## config.mk

```make
export PLATFORM = sky130hd
export DESIGN_NAME = mem_port_arbiter
export DESIGN_NICKNAME = d
export VERILOG_FILES = /design/src/rtl/mem_port_arbiter.sv
export SDC_FILE = /design/constraint.sdc
export NUM_CORES = 1
export LEC_CHECK = 0
export ABC_AREA = 1
export CAP_MARGIN = 20
export CORE_ASPECT_RATIO = 0.7
export CORE_MARGIN = 2
export CORE_UTILIZATION = 42
export DETAILED_ROUTE_END_ITERATION = 8
export GPL_ROUTABILITY_DRIVEN = 0
export PLACE_DENSITY = 0.81
export SLEW_MARGIN = 10
export SYNTH_ARGS = -nofsm -noshare
export SYNTH_HDL_FRONTEND = slang
export SYNTH_SLANG_ARGS = --single-unit
```

## constraint.sdc

```tcl
create_clock -name clock -period 1.92 [get_ports clock]
set_input_delay 0.48 -clock clock [delete_from_list [all_inputs] [get_ports clock]]
set_output_delay 0.48 -clock clock [all_outputs]
set_load 0.005 [all_outputs]
```

## src/rtl/mem_port_arbiter.sv

```systemverilog
// mem_port_arbiter
// Shares one single-ported RAM between an instruction-fetch requester and a
// data-stage load/store requester. Data has fixed priority over fetch. Each
// access is registered toward the RAM, waits for ram_arb_ack for at most
// TIMEOUT cycles, and is then reported back to its owner with a one-cycle
// ready pulse. A timed-out access returns zero data and sets a sticky error.
//
// Handshake contract (both requester ports and the RAM port):
//   - A requester raises its request (if_arb_req, or mem_arb_readmem /
//     mem_arb_writemem) together with its address/data and holds them until
//     its ready output pulses. The ready pulse is exactly one cycle wide and
//     the matching rdata output is valid in that cycle and stays stable until
//     the next completion for the same requester.
//   - A request is only considered while the arbiter is idle and while its own
//     ready is low, so a request still held during its ready cycle is never
//     granted twice. Once granted, the requester's inputs are ignored until
//     completion, so dropping or changing them mid-access has no effect.
//   - Toward the RAM, arb_ram_req is held high with stable address/we/wdata
//     for the whole access; the RAM completes it by raising ram_arb_ack for
//     one cycle with ram_arb_rdata valid. An ack seen while idle is ignored.
module mem_port_arbiter #(
  parameter int TIMEOUT = 16
) (
  input  logic        clock,
  input  logic        reset,
  input  logic        if_arb_req,
  input  logic [31:0] if_arb_addr,
  input  logic        mem_arb_readmem,
  input  logic        mem_arb_writemem,
  input  logic [31:0] mem_arb_addr,
  input  logic [31:0] mem_arb_wdata,
  input  logic        ram_arb_ack,
  input  logic [31:0] ram_arb_rdata,
  output logic        arb_ram_req,
  output logic        arb_ram_we,
  output logic [31:0] arb_ram_addr,
  output logic [31:0] arb_ram_wdata,
  output logic        arb_if_ready,
  output logic [31:0] arb_if_rdata,
  output logic        arb_mem_ready,
  output logic [31:0] arb_mem_rdata,
  output logic        arb_if_stall,
  output logic        arb_mem_stall,
  output logic        arb_err,
  output logic [1:0]  fsm_state
);

  // Counter must reach TIMEOUT-1 without wrapping; keep at least one bit.
  localparam int CW = (TIMEOUT > 1) ? $clog2(TIMEOUT) : 1;
  localparam logic [CW-1:0] CNT_LAST = CW'(TIMEOUT - 1);

  localparam logic [1:0] IDLE   = 2'd0;
  localparam logic [1:0] DGRANT = 2'd1;
  localparam logic [1:0] FGRANT = 2'd2;

  logic [1:0]    state;
  logic [1:0]    state_next;
  logic [CW-1:0] wait_cnt;

  logic data_req;
  logic data_valid;
  logic fetch_valid;
  logic granted;
  logic done_ack;
  logic done_timeout;
  logic done;

  // A requester is eligible only while its own completion pulse is low.
  assign data_req     = mem_arb_readmem | mem_arb_writemem;
  assign data_valid   = data_req & ~arb_mem_ready;
  assign fetch_valid  = if_arb_req & ~arb_if_ready;

  // Completion of the current access: ack wins over a simultaneous timeout.
  assign granted      = (state == DGRANT) || (state == FGRANT);
  assign done_ack     = granted & ram_arb_ack;
  assign done_timeout = granted & ~ram_arb_ack & (wait_cnt == CNT_LAST);
  assign done         = done_ack | done_timeout;

  // Stalls follow the live request and drop in the ready cycle.
  assign arb_if_stall  = if_arb_req & ~arb_if_ready;
  assign arb_mem_stall = data_req & ~arb_mem_ready;

  assign fsm_state = state;

  // Next-state selection: data beats fetch, grants return to idle on completion.
  always_comb begin
    state_next = state;
    case (state)
      IDLE: begin
        if (data_valid) begin
          state_next = DGRANT;
        end else if (fetch_valid) begin
          state_next = FGRANT;
        end
      end
      DGRANT, FGRANT: begin
        if (done) begin
          state_next = IDLE;
        end
      end
      default: state_next = IDLE;
    endcase
  end

  // State register; reset abandons any access in flight.
  always_ff @(posedge clock or negedge reset) begin
    if (!reset) begin
      state <= IDLE;
    end else begin
      state <= state_next;
    end
  end

  // Wait counter: held at zero while idle, counts grant cycles without ack.
  always_ff @(posedge clock or negedge reset) begin
    if (!reset) begin
      wait_cnt <= '0;
    end else if (state == IDLE) begin
      wait_cnt <= '0;
    end else if (!ram_arb_ack && (wait_cnt != CNT_LAST)) begin
      wait_cnt <= wait_cnt + CW'(1);
    end
  end

  // RAM request registers: latched on the grant edge, frozen during the access.
  always_ff @(posedge clock or negedge reset) begin
    if (!reset) begin
      arb_ram_req   <= 1'b0;
      arb_ram_we    <= 1'b0;
      arb_ram_addr  <= '0;
      arb_ram_wdata <= '0;
    end else if (state == IDLE) begin
      if (data_valid) begin
        arb_ram_req   <= 1'b1;
        // A simultaneous read+write request is treated as a write.
        arb_ram_we    <= mem_arb_writemem;
        arb_ram_addr  <= mem_arb_addr;
        arb_ram_wdata <= mem_arb_wdata;
      end else if (fetch_valid) begin
        // Fetches never write; wdata keeps the last data-side value.
        arb_ram_req   <= 1'b1;
        arb_ram_we    <= 1'b0;
        arb_ram_addr  <= if_arb_addr;
      end
    end else if (done) begin
      arb_ram_req <= 1'b0;
    end
  end

  // Completion registers: one-cycle ready pulse and returned data per owner.
  always_ff @(posedge clock or negedge reset) begin
    if (!reset) begin
      arb_if_ready  <= 1'b0;
      arb_if_rdata  <= '0;
      arb_mem_ready <= 1'b0;
      arb_mem_rdata <= '0;
    end else begin
      arb_if_ready  <= 1'b0;
      arb_mem_ready <= 1'b0;
      if (done && (state == DGRANT)) begin
        arb_mem_ready <= 1'b1;
        // Stores leave the load-data register untouched.
        if (!arb_ram_we) begin
          arb_mem_rdata <= done_ack ? ram_arb_rdata : 32'd0;
        end
      end
      if (done && (state == FGRANT)) begin
        arb_if_ready <= 1'b1;
        arb_if_rdata <= done_ack ? ram_arb_rdata : 32'd0;
      end
    end
  end

  // Sticky error: any timed-out access sets it until the next reset.
  always_ff @(posedge clock or negedge reset) begin
    if (!reset) begin
      arb_err <= 1'b0;
    end else if (done_timeout) begin
      arb_err <= 1'b1;
    end
  end

endmodule
```

### Word-level counts from Yosys, hierarchy flattened

Index checks and enable logic that the tools add are counted.

* flip-flop bits (word level): 139
* input port bits: 134
* output and inout port bits: 137

* $add $sub $neg: 1
* eq/ne operators: 6
* mux-type cells: 17
* bitwise operators: 11
* reductions and logical operators: 15

Operators by type and width (count)
* 32-bit two-way mux: 3
* 2-bit AND reduction: 5
* 1-bit two-way mux: 8
* 4-bit two-way mux: 2
* 2-bit two-way mux: 3
* 2-bit nonzero test: 3
* 1-bit AND: 5
* 4-bit by 1-bit adder with 4-bit output, second input constant: 1
* 4-bit == test, second input constant: 1
* 4-bit inequality test, second input constant: 1
* 1-bit NOT: 4
* 2-bit case mux with 2 select lines: 1
* 1-bit logical AND: 3
* 3-bit inequality test, second input constant: 1
* 2-bit by 1-bit == test with 1-bit output, second input constant: 1
* 2-bit == test, second input constant: 1
* 2-bit zero test: 1
* 2-bit inequality test, second input constant: 1
* 1-bit bitwise OR: 2
* 2-bit OR reduction: 1
* 1-bit zero test: 1
* 1-bit logical OR: 1

### Longest topological paths before layout

Gate-level depths: netlist (run 1).

* depth in word-level cells: 7
* depth in mapped cells: 9
* mapped depth without buffers: 7

### Worst setup path after synthesis (run 1)

Ideal clock, no wire load.

* kind: input to output
* start point: in mem_arb_writemem
* end point: out arb_mem_stall
* data arrival time: 1039 ps
* slack: 401 ps
* cell stages on the path: 4
* cells stage by stage: o21ai_2 -> buf_6 -> inv_2 -> buf_2

* word-level cells in the longest chain between the ends: 2

RTL lines
* from (decl): line 29 `input logic mem_arb_writemem,`
* 1-bit bitwise OR: line 69 `assign data_req = mem_arb_readmem | mem_arb_writemem;`
* 1-bit AND: line 81 `assign arb_mem_stall = data_req & ~arb_mem_ready;`
* to (decl): line 43 `output logic arb_mem_stall,`

Every way passes these cells.

### Worst setup path in the final report (run 1)

* start point: in mem_arb_readmem
* end point: out arb_mem_stall

* word-level cells in the longest chain between the ends: 2

RTL lines
* from (decl): line 28 `input logic mem_arb_readmem,`
* 1-bit bitwise OR: line 69
* 1-bit AND: line 81

Every way passes these cells.

==> results of run 1 <==
[repair_timing]
item                                   CTS  global route
hold buffers                             1             0
endpoints found under the hold margin   30             0
resized for setup                        3             4
setup endpoints to repair                2            14
setup buffers                            0             0
[final cells by class]
cell class,count,area [um^2]
Tap cell,190,238
Clock buffer,18,439
Fill cell,1116,4320
Sequential cell,139,3480
Clock inverter,14,146
Multi-Input combinational cell,530,2230
Timing Repair Buffer,296,3000
Inverter,15,58.8
[critical path, stage by stage]
cell and delay (ps):
clkdlybuf4s50_1 450, o21ai_4 150, inv_2 60, clkdlybuf4s15_1 250
[layout by cell type (no fill, tap or decap)]
master and count:
clkbuf_8 1, dlymetal6s2s_1 1, buf_4 17, ha_1 4
dlygate4sd3_1 1, inv_1 9, buf_6 1, inv_8 2
nand2_1 436, nand3_2 2, bufinv_16 1, nand4_2 1
nand2_4 1, inv_2 5, clkinv_4 1, o21ai_4 1
buf_12 8, dlygate4sd2_1 2, nand3_1 38, o21ai_0 1
nand4_1 35, clkbuf_16 17, a21oi_2 1, nor2_4 1
or2_2 1, inv_4 1, clkdlybuf4s15_1 1, dfrtp_1 139
xor2_1 2, clkdlybuf4s50_1 265, nand2_2 2, nor2_1 4
clkinvlp_4 2, inv_6 8
[stage by stage]
stage / instances / total power, uW
4_1_cts: 1202 / 15300
5_1_grt: 1202 / 16200
6_report: 1202 / 15100
2_1_floorplan: 727 / 7770
3_3_place_gp: 1169 / 11800
3_5_place_dp: 1169 / 11900
[power by group through the flow]
stage | registers, uW | logic, uW | clock network [uW]
6_report | 5100 | 6770 | 3270
5_1_grt | 5250 | 7450 | 3480
4_1_cts | 5100 | 6840 | 3330
3_5_place_dp | 5110 | 6810 | 0
3_3_place_gp | 5090 | 6660 | 0
2_1_floorplan | 5160 | 2610 | 0
[sequential cells by signal, summed over array words and instances (netlist names)]
name / count
arb_ram_wdata: 32
arb_err: 1
fsm_state: 2
arb_ram_req: 1
arb_ram_addr: 32
arb_mem_ready: 1
arb_if_ready: 1
arb_mem_rdata: 32
arb_ram_we: 1
wait_cnt: 4
arb_if_rdata: 32
[per-layer routing]
metal	global-route usage	up-vias	routed length, um
met2	0.397	256	8620
met4	0.0728	0	291
li1	-	2814	-
met1	0.305	2747	7580
met3	0.0824	21	1660
met5	0	-	0
[synth_stat cells, drive strengths merged, types with 2 or more instances]
master | n | area share
nand2 | 439 | 0.28
dfrtp | 139 | 0.58
nand3 | 40 | 0.035
nand4 | 36 | 0.039
buf | 32 | 0.029
inv | 15 | 0.0094
clkbuf | 11 | 0.0071
nor2 | 5 | 0.0044
ha | 4 | 0.0084
o21ai | 2 | 0.0023
xor2 | 2 | 0.0029
[worst paths after layout]
check                                         startpoint                             to  slack, ps  cells past startpoint
max                                      mem_arb_readmem                  arb_mem_stall         50                      4
min                        arb_mem_rdata[19]$_DFFE_PN0P_  arb_mem_rdata[19]$_DFFE_PN0P_        470                      2
max reg2reg                     fsm_state[0]$_DFFE_PN0P_   arb_if_rdata[26]$_DFFE_PN0P_        290                      7
min reg2reg                arb_mem_rdata[19]$_DFFE_PN0P_  arb_mem_rdata[19]$_DFFE_PN0P_        470                      2
max in group asynchronous                          reset   arb_if_rdata[31]$_DFFE_PN0P_        810                      3
min in group asynchronous                          reset   arb_mem_rdata[4]$_DFFE_PN0P_        530                      2
[kinds of logic after synthesis]
logic type	Yosys count	share of synthesized area
adder cells (fa/ha/maj)	4	0.00838
AO/OA/AOI/OAI	3	0.00377
flip-flops	139	0.582
buffers and inverters	58	0.0456
AND/OR/NAND/NOR	521	0.357
XOR/XNOR	2	0.00293
==> impl_metrics.toml, run 1 <==
[route]
wire_per_inst_um = 15.1
drt-total-wl_um = 18100
route.detailed.drc = 0
num_vias = 5838
vias_per_cell = 4.86
ant_nets = 0
drt_iter0_drc = 256
drtPass1Iterations = 5

[global_routing]
grt_max_degree = 65
grt_overflow = 0
antenna_found_initial = 0
grt_pass1_vias = 5706
grt_pass1_wl_um = 29200
grt_usage = 0.242

[timing]
tightest_slew_ps = 409
fin_ws_ps = 54.1
worst_hold_slack_ps = 471
slew_headroom = 0.727
fin_crit_sh = 0.972
hold_violations = 0
min_period_ps = 1870
finClkSkew_ps = 16.3
rsz0062_at_grt = "false"
fmax_mhz = 536
setup_violations = 0
fin_setup_tns_ps = 0
maxSlewViolCount = 0

[cts]
clkLatencyLatePin_ps = 410
htreeDepth = 4
clock_sinks = 139
clock_tree.root_cell = "clkbuf_16"
cts_tree = "yes"
cts.path.max_buffers = 2
cts_buffers = 17
path_clk_slew_ps = 60

[pwr]
p_sw_uw = 5350
switching_share = 0.353
p_comb_frac = 0.447
p_leak_uw = 0.00483
p_int_uw = 9790
vdd_drop_max_mv = 0.769
power_frac_seq = 0.337
clkPwrFrac = 0.216
p_per_area_nw_per_um2 = 1580

[setup_path]
path_class = "primary input to primary output"
cp-start-kind = "primary input"
cp.required_ps = 1440
crit_arrival_ps = 1390
cp-end-kind = "primary output"
critical_path.max_fanout = 2

[logic_synthesis]
yosysSeqAreaShare = 0.582
ys_async_sr_fraction = 1.00
synth_area_per_cell_um2 = 8.22
yosysWarnings = 0
yosys.cell_types.count = 23
synth_fp_nets = 865
ys_ff_latch = 139
syn_area_um2 = 5980
synth_edf_count = 0
synth_ff_type = "dfrtp_1"
synthesis.instances = 727

[floorplan]
die_y_um = 104
std_cell_rows = 36
die_w_um = 147
ios = 271
die_area_um2 = 15200
start_util = 0.429
core_um2 = 13900

[layout]
fin_area_um2 = 9590
drive_gt1_frac = 0.0731
antennaDiodeCount = 0
final_util = 0.689
layout.nets = 1137
syn_to_final_growth_pct = 60.6

[place]
placed_cell_area_um2 = 9000
port_buffers = 270
detailed_place_hpwl_um = 12900
place_ws_ps = -366

[run_status]
status = "finished, final reports clean"

[worst_hold_path]
hold_class = "register to register"

[run]
maxCapViolCount = 0
Note: power is estimated with default switching activity, not from simulation.
==> run 2, diff against run 1 <==
CTS_CLUSTER_SIZE = 40   (was default)
HOLD_SLACK_MARGIN = 0.05   (was default)
clock period = 1.8 ns   (was 1.92 ns; I/O delays follow)
==> run 2 against run 1 <==
  * Sequential share of layout area is 0.19 points lower
  * First-iteration DRC count is 4.7% higher
  * Largest power group unchanged
  * Count of clock-buffer cells in the layout is 1 higher
  * Routed wire length is 1.0% lower
  * Setup slack worse by 17 ps
  * Flip-flop and latch count stayed put
  * Final area is 0.53% higher
  * Critical path type unchanged
  * Via count is 1.4% lower
  * Non-clock buffer count is 2 higher
==> impl_metrics.toml, run 2 (same netlist as run 1, synthesis figures left out) <==
[setup_path]
cp.required_ps = 1350
crit_arrival_ps = 1310
path_class = "primary input to primary output"
cp-start-kind = "primary input"
path_delay_family = "buffers and inverters"
slowest_stage = "clkdlybuf4s50_1"
reg2reg_slack_ps = 150
r2r.worst_path.cells = 7
r2r_start = "fsm_state[0]$_DFFE_PN0P_"
cp-end-kind = "primary output"
cp_num_buf_inv = 3
worstPathCellList = "clkdlybuf4s50_1 -> nand2_1 -> inv_1 -> dlygate4sd2_1"
reg2reg_to = "arb_mem_rdata[15]$_DFFE_PN0P_"
critical_path.max_fanout = 2
critPathMaxStageDelay_ps = 460

[route]
route.detailed.drc = 0
wire_per_inst_um = 14.9
wl_met2_um = 8590
ant_nets = 0
vias_per_cell = 4.78
met3_length_um = 1460
num_vias = 5755
drt-total-wl_um = 18000
drtPass1Iterations = 5
drt_iter0_drc = 268
wl_met1_um = 7620
routed.top_layer = "met4"

[run_status]
status = "finished, final reports clean"

[global_routing]
grt_overflow = 0
grt_pass1_vias = 5876
grt_pass1_wl_um = 29700
grt_max_degree = 65
antenna_found_initial = 0
grt_usage = 0.245

[layout]
fin_area_um2 = 9650
nFillCells = 1090
multi_input_area_um2 = 2230
final_cell_mix = "436 x nand2_1, 252 x clkdlybuf4s50_1, 139 x dfrtp_1"
final_util = 0.693
syn_to_final_growth_pct = 61.4
antennaDiodeCount = 0
layout.nets = 1139
seq_area_um2 = 3480
final_common_cell = "nand2_1"
drive_gt1_frac = 0.0759

[floorplan]
die_w_um = 147
die_area_um2 = 15200
core_um2 = 13900
std_cell_rows = 36
die_y_um = 104
ios = 271
start_util = 0.429

[place]
placed_cell_area_um2 = 9020
detailed_place_hpwl_um = 12900
port_buffers = 270

[timing]
tightest_slew_ps = 452
slew_headroom = 0.699
worst_hold_slack_ps = 468
fmax_mhz = 567
min_period_ps = 1760
hold_violations = 0
finClkSkew_ps = 12.3
fin_crit_sh = 0.979
maxSlewViolCount = 0
fin_setup_tns_ps = 0
setup_violations = 0

[worst_hold_path]
min_from = "arb_ram_wdata[30]$_DFFE_PN0P_"
min_to = "arb_ram_wdata[30]$_DFFE_PN0P_"
hold_class = "register to register"
whs_path_depth = 2

[cts]
clock_sinks = 139
clock_tree.root_cell = "clkbuf_16"
post_cts_buffers = 0
path_clk_slew_ps = 70
cts_tree = "yes"
clkLatencyLatePin_ps = 410
cts_buffers = 17
cts.path.max_buffers = 2
htreeDepth = 4

[pwr]
p_leak_uw = 0.00498
vdd_drop_max_mv = 0.984
p_per_area_nw_per_um2 = 1670
total_power_uw = 16100

[run]
maxCapViolCount = 0
## run 2: changes by cell type in the layout (fill, tap and decap cells not counted), moves of 2 or more
cell             change
clkdlybuf4s50_1     -13
dlymetal6s2s_1       +9
dlygate4sd2_1        +4
clkinv_4             +3
inv_6                -3
inv_8                -2
## run 2: layer usage
layer,vias to the layer above,track usage
met3,21,0.0811
met5,-,0
li1,2826,-
met1,2681,0.315
met4,0,0.0735
met2,227,0.398
## run 2: repair_timing
| item | CTS | global route |
|---|---|---|
| resized for setup | 9 | 12 |
| gates cloned | 0 | 0 |
| pin swaps | 0 | 0 |
| setup endpoints to repair | 23 | 11 |
| hold endpoints to repair | 41 | 0 |
| hold buffers | 1 | 0 |
## run 2: worst max-delay path by stage
stage	cells past startpoint	end	startpoint
after floorplan	4	arb_mem_stall	mem_arb_writemem
after global placement	7	arb_ram_wdata[27]$_DFFE_PN0P_	mem_arb_writemem
after detailed placement	7	arb_ram_wdata[29]$_DFFE_PN0P_	mem_arb_writemem
after CTS	1	arb_if_rdata[30]	arb_if_rdata[30]$_DFFE_PN0P_
after global routing	1	arb_mem_rdata[13]	arb_mem_rdata[13]$_DFFE_PN0P_
final	4	arb_if_stall	if_arb_req
## run 2: per-stage QoR
stage,cells,setup slack [ps]
2_1_floorplan,727,341
3_3_place_gp,1171,-374
3_5_place_dp,1171,-453
4_1_cts,1204,18.2
5_1_grt,1204,-13.7
6_report,1204,37.0
## run 2: power breakdown
part	internal, uW	total (uW)	switching [uW]
sequential	4590	5440	844
clock	2110	3510	1400
combinational	3810	7180	3370
total	10500	16100	5610
## run 2: worst reg2reg max path: cells and delay by family (launching register included)
family	cells	cell delay (ps)
buffers and inverters	3	380
flip-flops	1	410
adder cells (fa/ha/maj)	1	420
AND/OR/NAND/NOR	3	390
## run 2: cell type report
class                           instances  share of cell area
Clock inverter                         13              0.0160
Clock buffer                           19              0.0459
Sequential cell                       139               0.361
Multi-Input combinational cell        530               0.231
Timing Repair Buffer                  298               0.315
Tap cell                              190              0.0246
Inverter                               15             0.00610
==> run 3, diff against run 2 <==
CTS_CLUSTER_SIZE = default   (was 40)
==> results of run 3 <==
Final layout, timing and power as in run 2 (identical DEF).
==> patch 1: new RTL, settings of run 3 <==
Put one more register stage on the output `arb_err`, without a reset. The value now appears one clock later. The other outputs are not delayed to match.
--- a/src/rtl/mem_port_arbiter.sv
+++ b/src/rtl/mem_port_arbiter.sv
@@ -53,4 +53,6 @@
   localparam logic [1:0] DGRANT = 2'd1;
   localparam logic [1:0] FGRANT = 2'd2;
+
+  logic arb_err_s0;
 
   logic [1:0]    state;
@@ -175,9 +177,13 @@
   always_ff @(posedge clock or negedge reset) begin
     if (!reset) begin
-      arb_err <= 1'b0;
+      arb_err_s0 <= 1'b0;
     end else if (done_timeout) begin
-      arb_err <= 1'b1;
+      arb_err_s0 <= 1'b1;
     end
   end
 
+  always_ff @(posedge clock) begin
+    arb_err <= arb_err_s0;
+  end
+
 endmodule
Formal check against the unedited RTL: no difference found for any inputs over 4 cycles, from zero or initial values and one cycle with reset low; that may be too few to reach the edited logic, so the function may still have changed.
==> patch 1 against run 3 <==
- sequential cell count grew 1
- global-route usage shrank 0.56 points
- area after synthesis grew 0.34%
- synthesized cell count grew 0.14%
- routed wire length shrank 0.27%
- final area shrank 0.77%
- worst setup slack gained 6.1 ps
- total power shrank 1.9%
- via count shrank 0.33%
- clock skew is essentially flat
- critical path type unchanged
- largest cell class unchanged
==> patch 1: results <==
metrics = {
    "global_route": {
        "track_usage": 0.2396,
        "first_global_vias": 5688,
        "met2_usage": 0.3759,
        "grt_pass1_wl_um": 29220,
        "antenna_found_initial": 0,
        "use_met3": 0.07895,
        "met1_usage": 0.3216,
        "grt_max_degree": 65,
    },
    "clocking": {
        "clock_latency_ps": 410,
        "root_buffer": "clkbuf_16",
        "cts.clk_slew.worst_paths_ps": 60,
        "htreeDepth": 4,
        "cts_buffers": 17,
        "cts_max_path_buffers": 2,
    },
    "power": {
        "clock_power_mw": 3.25,
        "p_leak_nw": 4.890,
        "swShare": 0.3502,
        "p_seq_frac": 0.346,
        "ir_worst_vdd_uv": 1080,
    },
    "yosys": {
        "synth.net_count": 866,
        "synth_compound_area_frac": 0.003756,
        "synth_area_leaders": "dfrtp_1 (58%), nand2_1 (27%), nand4_1 (3.7%)",
        "ys.flop_type": "dfrtp_1",
        "synthTopCellsByCount": "nand2_1 (436), dfrtp_1 (139), nand3_1 (38), nand4_1 (35), buf_2 (28)",
        "yosysUniqueCellTypes": 24,
        "synth_fa_ha_area_frac": 0.008347,
        "seq_area_frac_synth": 0.5835,
        "synth-xor-area-share": 0.002922,
        "synth-async-reset-ratio": 0.9929,
        "synth.area.mux_share": 0,
        "yosys_warnings": 0,
    },
    "placed_design": {
        "placed_area_um2": 8999,
        "io_buffers": 270,
        "dp_hpwl_um": 12550,
        "pre_cts_ws_ps": -472.7,
    },
    "critical_path": {
        "crit_fanout": 2,
        "slowest_stage": "clkdlybuf4s50_1",
        "ff2ff_path_depth": 7,
        "cp_top_family": "buffers and inverters",
        "slowest_delay_ps": 460,
        "arrival_ps": 1310,
    },
    "route": {
        "firstDrtPassIters": 4,
        "drt_wl_total_um": 17920,
        "post_drt_via_cell_ratio": 4.792,
        "drtIter0Drc": 328,
    },
    "final_layout": {
        "nets": 1134,
        "antennaDiodeCount": 0,
        "drive_gt1_frac": 0.06852,
    },
    "status": {
        "status": "completed",
    },
    "timing": {
        "maxSlewHeadroom": 0.7260,
        "fin_skew_ps": 11.97,
    },
    "min_path": {
        "hp-class": "flop to flop",
        "hold_depth": 0,
    },
}
-- patch 1: changes by cell type in the layout (fill, tap and decap cells not counted), sizes merged, moves of 2 or more --
cell,run 3,this run
buf,28,22
clkdlybuf4s50,252,256
dlymetal6s2s,10,7
clkbuf,20,18
clkdlybuf4s15,0,2
clkinvlp,2,4
dlygate4sd2,6,4
-- patch 1: metrics by stage --
stage               std cells  power, mW
floorplan                 728      8.310
CTS                      1197      15.99
detailed placement       1166      12.67
global placement         1166      12.48
finish                   1197      15.82
global route             1197      16.95
-- patch 1: repair_timing --
action,4_1_cts,5_1_grt
hold buffers,1,0
buffers inserted,0,0
setup endpoints to repair,15,8
hold endpoints to repair,28,0
pin swaps,0,1
gates resized for setup,10,8
-- patch 1: area by class of cell --
class / instances / area [µm²]
timing repair buffer: 292 / 2998
fill: 1101 / 4347
clock buffer: 18 / 429.2
sequential: 140 / 3498
clock inverter: 12 / 117.6
tap: 190 / 237.7
multi-input combinational: 530 / 2232
inverter: 15 / 58.81
-- patch 1: path summary, 6_finish.rpt --
kind / start / to / slack, ps
min in group asynchronous: reset / arb_mem_rdata[9] / 490
setup / recovery: if_arb_req / arb_if_stall / 40
max in group asynchronous: reset / arb_ram_addr[23] / 770
hold reg to reg: arb_err_s0 / arb_err / 380
setup reg to reg: fsm_state[0] / arb_mem_rdata[16] / 110
hold / removal: arb_err_s0 / arb_err / 380
-- patch 1: worst register-to-register path, stage by stage (launching register included) --
cell and delay, ps:
dfrtp_1 410, inv_1 90, ha_1 410, nand2_1 100
inv_2 70, buf_12 250, nand4_1 210, nand2_1 110
-- patch 1: layer usage --
layer	wire [µm]	up-vias	part of all wire
li1	-	2808	-
met1	7603	2665	0.42
met2	8343	242	0.47
met3	1743	21	0.097
met4	227	0	0.013
met5	0	-	0
==> patch 2: new RTL, flow settings as in run 3 <==
Made on the original files. `TIMEOUT`: 16 -> 8.
--- a/src/rtl/mem_port_arbiter.sv
+++ b/src/rtl/mem_port_arbiter.sv
@@ -20,5 +20,5 @@
 //     one cycle with ram_arb_rdata valid. An ack seen while idle is ignored.
 module mem_port_arbiter #(
-  parameter int TIMEOUT = 16
+  parameter int TIMEOUT = 8
 ) (
   input  logic        clock,
Check against the original RTL: no difference found for any inputs over 4 cycles, from zero or initial values and one cycle with reset low; that may be too few to reach the edited logic, so the function may still have changed.
==> patch 2 against run 3 <==
- total power down 10%
- final area down 3.0%
- cell count down 4.4%
- synthesized cell count down 6.9%
- area after synthesis down 2.7%
- routed wire length down 7.5%
- worst setup slack better by 3.1 ps
- sequential cell count down 1
==> patch 2: results <==
metrics = {
    "status": {
        "status": "completed",
    },
    "yosys": {
        "synth.net_count": 816,
        "synthTopCellsByCount": "nand2_1 (399), dfrtp_1 (138), o21ai_1 (34), o21ai_0 (31), buf_2 (15)",
        "synth_fa_ha_area_frac": 0.01076,
        "yosys_warnings": 0,
        "synth.area.mux_share": 0,
        "synth_compound_area_frac": 0.06109,
        "seq_area_frac_synth": 0.5937,
        "synth-async-reset-ratio": 1.000,
        "yosysUniqueCellTypes": 22,
        "synth_area_leaders": "dfrtp_1 (59%), nand2_1 (26%), o21ai_1 (2.9%)",
        "synth-xor-area-share": 0.001506,
    },
    "clocking": {
        "cts_tree": "built",
        "cts_buffers": 17,
        "clock_latency_ps": 400,
        "htreeDepth": 4,
        "cts_max_path_buffers": 2,
        "cts.clk_slew.worst_paths_ps": 60,
        "root_buffer": "clkbuf_16",
    },
    "final_layout": {
        "antennaDiodeCount": 0,
        "drive_gt1_frac": 0.07039,
        "nets": 1092,
        "fillers": 1052,
    },
    "critical_path": {
        "slowest_stage": "clkdlybuf4s50_1",
        "arrival_ps": 1310,
        "cp_top_family": "buffers and inverters",
        "crit_fanout": 2,
        "slowest_delay_ps": 520,
    },
    "route": {
        "drtIter0Drc": 273,
        "wl_per_cell_um": 14.43,
        "firstDrtPassIters": 5,
        "vias": 5234,
    },
    "global_route": {
        "grt_max_degree": 55,
        "track_usage": 0.2270,
        "first_global_vias": 5086,
        "use_met3": 0.08810,
        "met1_usage": 0.2855,
        "met2_usage": 0.3740,
        "antenna_found_initial": 0,
        "grt_pass1_wl_um": 25890,
    },
    "power": {
        "p_leak_nw": 4.553,
        "ir_worst_vdd_uv": 886.3,
    },
    "timing": {
        "fin_skew_ps": 14.18,
        "maxSlewHeadroom": 0.6319,
    },
    "min_path": {
        "hp-class": "flop to flop",
    },
    "placed_design": {
        "dp_hpwl_um": 11900,
        "io_buffers": 270,
    },
}
==> patch 2: cell count changes after synthesis, moves of 3 or more <==
cell,change
nand3_1,-33
o21ai_1,+34
clkbuf_1,-9
inv_2,-3
buf_6,+11
inv_1,+4
nand2_1,-37
buf_4,+3
nand4_1,-34
buf_2,-13
o21ai_0,+30
==> patch 2: through the flow <==
| step | power [mW] | setup TNS (ps) | cells | area [µm²] | setup slack (ps) |
|---|---|---|---|---|---|
| floorplan | 7.575 | 0 | 677 | 5817 | 262.9 |
| global placement | 10.83 | -6706 | 1117 | 8711 | -383.0 |
| detailed placement | 10.99 | -8680 | 1117 | 8711 | -386.2 |
| CTS | 14.62 | 0 | 1151 | 9321 | 15.80 |
| global route | 15.55 | 0 | 1151 | 9356 | 2.087 |
| finish | 14.49 | 0 | 1151 | 9356 | 40.06 |
==> patch 2: timing repair <==
action | 4_1_cts | 5_1_grt
pin swaps | 0 | 0
setup endpoints to repair | 4 | 70
setup buffers | 1 | 0
gates resized for setup | 12 | 13
hold buffers | 1 | 0
endpoints found under the hold margin | 28 | 0
==> patch 2: power by group <==
part           internal, mW  switching, mW  leakage (nW)
sequential             4.33          0.696          1.79
combinational          3.19           2.74          2.47
clock                  2.20           1.34         0.285
==> patch 2: path summary, 6_finish.rpt <==
check,startpoint,endpoint,slack [ps],cells after the start
setup / recovery,arb_ram_wdata[23],arb_ram_wdata[23],40,1
hold / removal,arb_err,arb_err,470,1
setup reg to reg,wait_cnt[0],arb_mem_rdata[6],110,8
hold reg to reg,arb_err,arb_err,470,1
max in group asynchronous,reset,arb_ram_wdata[27],670,3
min in group asynchronous,reset,arb_mem_rdata[23],490,2
==> patch 2: area by class of cell <==
cell class                      count  area share
Sequential cell                   138      0.3691
Tap cell                          185     0.02474
Timing Repair Buffer              291      0.3153
Clock buffer                       19     0.04627
Multi-Input combinational cell    489      0.2201
Clock inverter                     13     0.01779
Inverter                           16    0.006686
==> patch 2: cells by family after synthesis <==
kind of cell    Yosys count
xor+xnor                  1
simple gates            415
fa+ha+maj                 5
compound gates           68
buf+inv                  50
flops                   138
==> patch 2: per-layer routing <==
layer,up-vias,share of wire
li1,2642,-
met2,183,0.48
met4,0,0.0096
met3,12,0.086
met5,-,0
met1,2397,0.42
